## src/rtl/lbm_step_sequencer.sv

```systemverilog
// Step controller for the Lattice Boltzmann engine: initialises the lattice, streams every
// cell through the collider in place, then hands the BRAM to the streamer once per step.
module lbm_step_sequencer #(
  parameter int NUM_CELLS  = 31570,
  parameter int Q          = 9,
  parameter int DATA_WIDTH = 8,
  parameter int RD_LATENCY = 2,
  parameter int INIT_REST  = 10,
  parameter int INIT_FLOW  = 127,
  parameter int INIT_BG    = 15,
  parameter int EAST_INDEX = 3,
  localparam int ADDR_WIDTH = $clog2(NUM_CELLS)
) (
  input  logic                       clk_in,
  input  logic                       rst_in,
  input  logic [1:0]                 init_sel_in,
  input  logic [1:0]                 run_mode_in,
  input  logic [15:0]                steps_in,
  input  logic                       btn_in,
  output logic [ADDR_WIDTH-1:0]      rd_addr_out,
  output logic                       rd_en_out,
  input  logic [Q*DATA_WIDTH-1:0]    rd_data_in,
  output logic [ADDR_WIDTH-1:0]      wr_addr_out,
  output logic [Q*DATA_WIDTH-1:0]    wr_data_out,
  output logic                       wr_en_out,
  output logic                       col_valid_out,
  output logic [Q*DATA_WIDTH-1:0]    col_data_out,
  input  logic                       col_valid_in,
  input  logic [Q*DATA_WIDTH-1:0]    col_data_in,
  output logic                       stream_start_out,
  input  logic                       stream_done_in,
  output logic                       stream_active_out,
  output logic [15:0]                step_count_out,
  output logic [1:0]                 state_out
);

  localparam int CNT_W = ADDR_WIDTH + 1;
  localparam logic [ADDR_WIDTH-1:0] LAST_ADDR = ADDR_WIDTH'(NUM_CELLS - 1);
  localparam logic [CNT_W-1:0]      CELL_CNT  = CNT_W'(NUM_CELLS);
  localparam logic [DATA_WIDTH-1:0] MAX_VAL   = DATA_WIDTH'((1 << (DATA_WIDTH - 1)) - 1);

  typedef enum logic [1:0] {
    ST_SETUP   = 2'd0,
    ST_COLLIDE = 2'd1,
    ST_STREAM  = 2'd2,
    ST_WAIT    = 2'd3
  } state_t;

  state_t                  state;
  logic [RD_LATENCY-1:0]   valid_pipe;
  logic [CNT_W-1:0]        wr_cnt;
  logic [15:0]             remaining;
  logic                    btn_prev;

  function automatic logic [Q*DATA_WIDTH-1:0] init_word(input logic [1:0] sel);
    logic [Q*DATA_WIDTH-1:0] w;
    w = '0;
    for (int d = 0; d < Q; d++) begin
      case (sel)
        2'd0:    w[d*DATA_WIDTH +: DATA_WIDTH] = DATA_WIDTH'(INIT_REST);
        2'd1:    w[d*DATA_WIDTH +: DATA_WIDTH] = (d == EAST_INDEX) ? DATA_WIDTH'(INIT_FLOW)
                                                                   : DATA_WIDTH'(INIT_BG);
        2'd2:    w[d*DATA_WIDTH +: DATA_WIDTH] = '0;
        default: w[d*DATA_WIDTH +: DATA_WIDTH] = MAX_VAL;
      endcase
    end
    return w;
  endfunction

  // Read data returns RD_LATENCY cycles after the enable, so the enable is delayed to match.
  // NOTE: the pipe is cleared on reset so reads in flight at reset never reach the collider.
  always_ff @(posedge clk_in) begin
    if (rst_in) valid_pipe <= '0;
    else        valid_pipe <= RD_LATENCY'({valid_pipe, rd_en_out});
  end

  assign col_valid_out = valid_pipe[RD_LATENCY-1];
  assign col_data_out  = rd_data_in;
  assign state_out     = state;

  always_ff @(posedge clk_in) begin
    if (rst_in) begin
      state             <= ST_SETUP;
      rd_addr_out       <= '0;
      rd_en_out         <= 1'b0;
      wr_addr_out       <= '0;
      wr_data_out       <= '0;
      wr_en_out         <= 1'b0;
      stream_start_out  <= 1'b0;
      stream_active_out <= 1'b0;
      step_count_out    <= '0;
      wr_cnt            <= '0;
      remaining         <= '0;
      btn_prev          <= 1'b0;
    end else begin
      btn_prev <= btn_in;
      // NOTE: pulse-style outputs default low every cycle; branches below raise them for one cycle.
      wr_en_out        <= 1'b0;
      stream_start_out <= 1'b0;

      case (state)
        ST_SETUP: begin
          if (wr_en_out && wr_addr_out == LAST_ADDR) begin
            state       <= ST_COLLIDE;
            rd_en_out   <= 1'b1;
            rd_addr_out <= '0;
            wr_cnt      <= '0;
          end else begin
            wr_en_out   <= 1'b1;
            wr_addr_out <= wr_en_out ? wr_addr_out + ADDR_WIDTH'(1) : '0;
            wr_data_out <= init_word(init_sel_in);
          end
        end

        ST_COLLIDE: begin
          if (rd_en_out) begin
            if (rd_addr_out == LAST_ADDR) rd_en_out   <= 1'b0;
            else                          rd_addr_out <= rd_addr_out + ADDR_WIDTH'(1);
          end
          // Writes trail reads in address order, so updating in place is safe.
          if (col_valid_in && wr_cnt != CELL_CNT) begin
            wr_en_out   <= 1'b1;
            wr_addr_out <= wr_cnt[ADDR_WIDTH-1:0];
            wr_data_out <= col_data_in;
            wr_cnt      <= wr_cnt + CNT_W'(1);
          end
          if (wr_en_out && wr_addr_out == LAST_ADDR) begin
            state             <= ST_STREAM;
            stream_start_out  <= 1'b1;
            stream_active_out <= 1'b1;
          end
        end

        ST_STREAM: begin
          if (stream_done_in && !stream_start_out) begin
            step_count_out    <= step_count_out + 16'd1;
            stream_active_out <= 1'b0;
            state             <= ST_WAIT;
            case (run_mode_in)
              2'd1: begin
                state       <= ST_COLLIDE;
                rd_en_out   <= 1'b1;
                rd_addr_out <= '0;
                wr_cnt      <= '0;
              end
              2'd2: begin
                if (remaining > 16'd1) begin
                  remaining   <= remaining - 16'd1;
                  state       <= ST_COLLIDE;
                  rd_en_out   <= 1'b1;
                  rd_addr_out <= '0;
                  wr_cnt      <= '0;
                end else begin
                  remaining <= '0;
                end
              end
              default: ;
            endcase
          end
        end

        ST_WAIT: begin
          if (btn_in && !btn_prev) begin
            state       <= ST_COLLIDE;
            rd_en_out   <= 1'b1;
            rd_addr_out <= '0;
            wr_cnt      <= '0;
            if (run_mode_in == 2'd2) remaining <= (steps_in == 16'd0) ? 16'd1 : steps_in;
          end
        end

        default: state <= ST_SETUP;
      endcase
    end
  end

endmodule

```

## config.mk

```make
export PLATFORM = sky130hd
export DESIGN_NAME = lbm_step_sequencer
export DESIGN_NICKNAME = d
export VERILOG_FILES = /design/src/rtl/lbm_step_sequencer.sv
export SDC_FILE = /design/constraint.sdc
export NUM_CORES = 1
export LEC_CHECK = 0
export ABC_CLOCK_PERIOD_IN_PS = 7410
export BUFFER_PORTS_ARGS = -buffer_cell sky130_fd_sc_hd__buf_2
export CAP_MARGIN = 20
export CELL_PAD_IN_SITES_DETAIL_PLACEMENT = 2
export CELL_PAD_IN_SITES_GLOBAL_PLACEMENT = 2
export CORE_UTILIZATION = 27
export DETAILED_ROUTE_END_ITERATION = 7
export GPL_ROUTABILITY_DRIVEN = 0
export GPL_TIMING_DRIVEN = 0
export MAX_ROUTING_LAYER = met4
export PLACE_DENSITY = 0.87
export SETUP_SLACK_MARGIN = 0.3
export SLEW_MARGIN = 20
export SYNTH_ARGS = -nofsm -noshare
export SYNTH_HDL_FRONTEND = slang
export SYNTH_SLANG_ARGS = --single-unit
export TNS_END_PERCENT = 30
```

## constraint.sdc

```tcl
create_clock -name clk_in -period 7.41 [get_ports clk_in]
set_clock_uncertainty 0.1 [all_clocks]
set_input_delay 0.741 -clock clk_in [delete_from_list [all_inputs] [get_ports clk_in]]
set_output_delay 0.741 -clock clk_in [all_outputs]
set_load 0.05 [all_outputs]
```

==> metrics.txt <==
commonest cells after routing, fill and taps aside=buf_2, nor2_1, dfxtp_1; Crit Path Category=register to register; Clock Root Buffer=clkbuf_16; hold slack=0.3504 ns; Design Area, Final=10510 µm²; leak pwr=4.616 nW; Die H=173.5 µm; # setup viols final=0; Cell variety after synth=63; critical-path maximum fanout=10; # rows=62; core area=28780 µm²; htree depth=4; number of global-route vias before repair=9454; Main synth FF type=dfxtp_1; Die ar.=30100 µm²; cts repair resizes=0; Cells after Synth=1007; CTS Buf Count=17; DR pass1 iterations=6; Area Growth Syn to Fin=32.35%; num ports=366; Area after DPL=9882 µm²; CTS Buffer Depth=2; CTS tree=done; Max Slew Vio Count=0; Reg area=3183 µm²; WP data arrival=3.45 ns; Yosys top cell area share=40.09%; global-route wire length before repair=53.14 mm; vias per cell=5.080; clk sinks=159; WL per Instance=20.09 µm; dpl hpwl=25.98 mm; Synth Cell Area=7940 µm²; layout cell share with drive strength beyond 1=32.23%; antenna violations before repair=6; Starting Density=27.59%; status=complete, no violations; Setup Buffers After CTS=0; Worst VDD drop=0.0001424 V; Fmax=308.2 MHz; PwrDens=252.6 nW/µm²; syn avg cell area=7.885 µm²; CP endpoint kind=register; area of the multi-input gates=3870 µm²; Slew Limit Headroom=32.11%; sequential cell area fraction in the yosys report=40.09%; via count=8743; synth top area cells=dfxtp_1, nor2_1, buf_4; Post-Route Setup TNS=0 ns; Final #Nets=1501; Hold Vio Cnt, Final=0; DRT iter0 DRCs=486; crit path time final=3.245 ns; Post-synth EDFFs=0; asr flop ratio synth=0%; hold buffer count at cts=0; Yosys top cell by area=dfxtp_1; commonest non-fill, non-tap cell in the layout=buf_2; hold crit path type=register to register; max-capacitance violation count=0; Worst-Margin Slew=1.009 ns; Worst EP required=7.62 ns; Post-Route WL=34.57 mm; clock-pin slew on the worst setup and hold paths=0.07 ns; crit path launch type=register; fin crit share=43.79%; global router's overall resource usage=23.30%; RSZ-0062 raised after global routing=false; GRT overflow=0; PortBufs=292; largest net degree at the start of global routing=17; final antenna-violating net count=0; syn_nets=1190; Die Wd=173.5 µm; Yosys reg bits=159; Filler cells=3364; DRC Markers=0; clk_lat worst skew=0.43 ns; yosys warns=0
==> flip-flops by register name, summed over array words and instances (netlist names) <==
| signal | flops |
|---|---|
| rd_en_out | 1 |
| wr_data_out | 72 |
| wr_addr_out | 15 |
| wr_en_out | 1 |
| valid_pipe | 2 |
| state_out | 2 |
| step_count_out | 16 |
| remaining | 16 |
| stream_start_out | 1 |
| rd_addr_out | 15 |
| btn_prev | 1 |
| stream_active_out | 1 |
| wr_cnt | 16 |
==> cell usage after synthesis, types with 3 or more instances <==
library cell	n
nor2_1	187
buf_4	74
xnor2_1	27
and4_1	3
inv_1	25
nand4_1	9
clkbuf_1	38
ha_1	14
a22oi_1	10
nand3b_1	3
nor2b_1	6
buf_2	15
nand3_1	36
and3_1	6
buf_1	4
o21ai_0	32
nand2b_1	5
nor4b_1	3
nand2_1	79
o21ai_2	3
xor2_1	11
a32o_1	5
dfxtp_1	159
o32ai_1	6
a21oi_1	44
o22ai_1	4
nand4b_1	3
o21ai_1	5
o31ai_1	8
nor3_1	85
o41ai_1	3
nor4_1	20
a211oi_1	27
and2_1	4
a311oi_1	5
or4_1	4
==> critical path, cell delays in order, from the launching register on <==
cell and delay [ns]:
dfxtp_1 0.52, ha_1 0.29, nand4bb_2 0.16, o41ai_4 0.69
nand3b_1 0.43, o21ai_2 0.49, buf_2 0.34, nor2_1 0.09
==> routing by layer <==
metal | GRT usage, % | up-vias | part of all wire (%)
met4 | 9.329 | 0 | 2.9
met3 | 4.825 | 63 | 5.7
li1 | - | 4057 | -
met1 | 25.66 | 4293 | 40
met5 | - | - | 0
met2 | 40.83 | 330 | 52
==> per-stage QoR <==
stage / worst slack [ns] / std cells / util (%) / power, mW
2_1_floorplan: 4.712 / 1007 / - / 1.503
3_3_place_gp: 4.432 / 1683 / 34.34 / 1.705
3_5_place_dp: 4.225 / 1683 / 34.34 / 1.732
4_1_cts: 4.200 / 1715 / 36.46 / 2.677
5_1_grt: 3.947 / 1721 / 36.51 / 2.760
6_report: 4.165 / 1721 / 36.51 / 2.655
==> final cells by class <==
class | count | share of cell area [%]
multi-input combinational | 691 | 36.83
sequential | 159 | 30.29
timing repair buffer | 292 | 13.91
buffer | 132 | 7.549
tap | 384 | 4.572
clock buffer | 18 | 4.179
clock inverter | 14 | 1.643
inverter | 25 | 0.8930
antenna | 6 | 0.1429
==> cells by family after synthesis <==
family | count (synthesis) | share of synthesized area [%]
adder cells (fa/ha/maj) | 14 | 2.206
AND/OR/NAND/NOR | 472 | 28.32
flip-flops | 159 | 40.09
XOR/XNOR | 38 | 4.192
AO/OA/AOI/OAI | 166 | 13.90
buffers and inverters | 157 | 11.17
multiplexers | 1 | 0.1261
==> final timing paths <==
path	startpoint	to	slack, ns	depth (start not counted)
min	wr_data_out[7]$_SDFFE_PP0P_	wr_data_out[7]$_SDFFE_PP0P_	0.35	2
max reg2reg	wr_addr_out[0]$_SDFFE_PP0P_	wr_cnt[3]$_SDFFE_PP0P_	4.16	7
min reg2reg	wr_data_out[7]$_SDFFE_PP0P_	wr_data_out[7]$_SDFFE_PP0P_	0.35	2
max	wr_addr_out[0]$_SDFFE_PP0P_	wr_cnt[3]$_SDFFE_PP0P_	4.16	7
==> power by group <==
part           total [mW]  leakage [nW]  internal (mW)  switching (mW)
combinational       0.756          3.02          0.181           0.576
clock               0.935         0.299          0.519           0.416
sequential          0.963          1.30          0.921          0.0424
total                2.65          4.62           1.62            1.03
(Power assumes the default switching activity.)
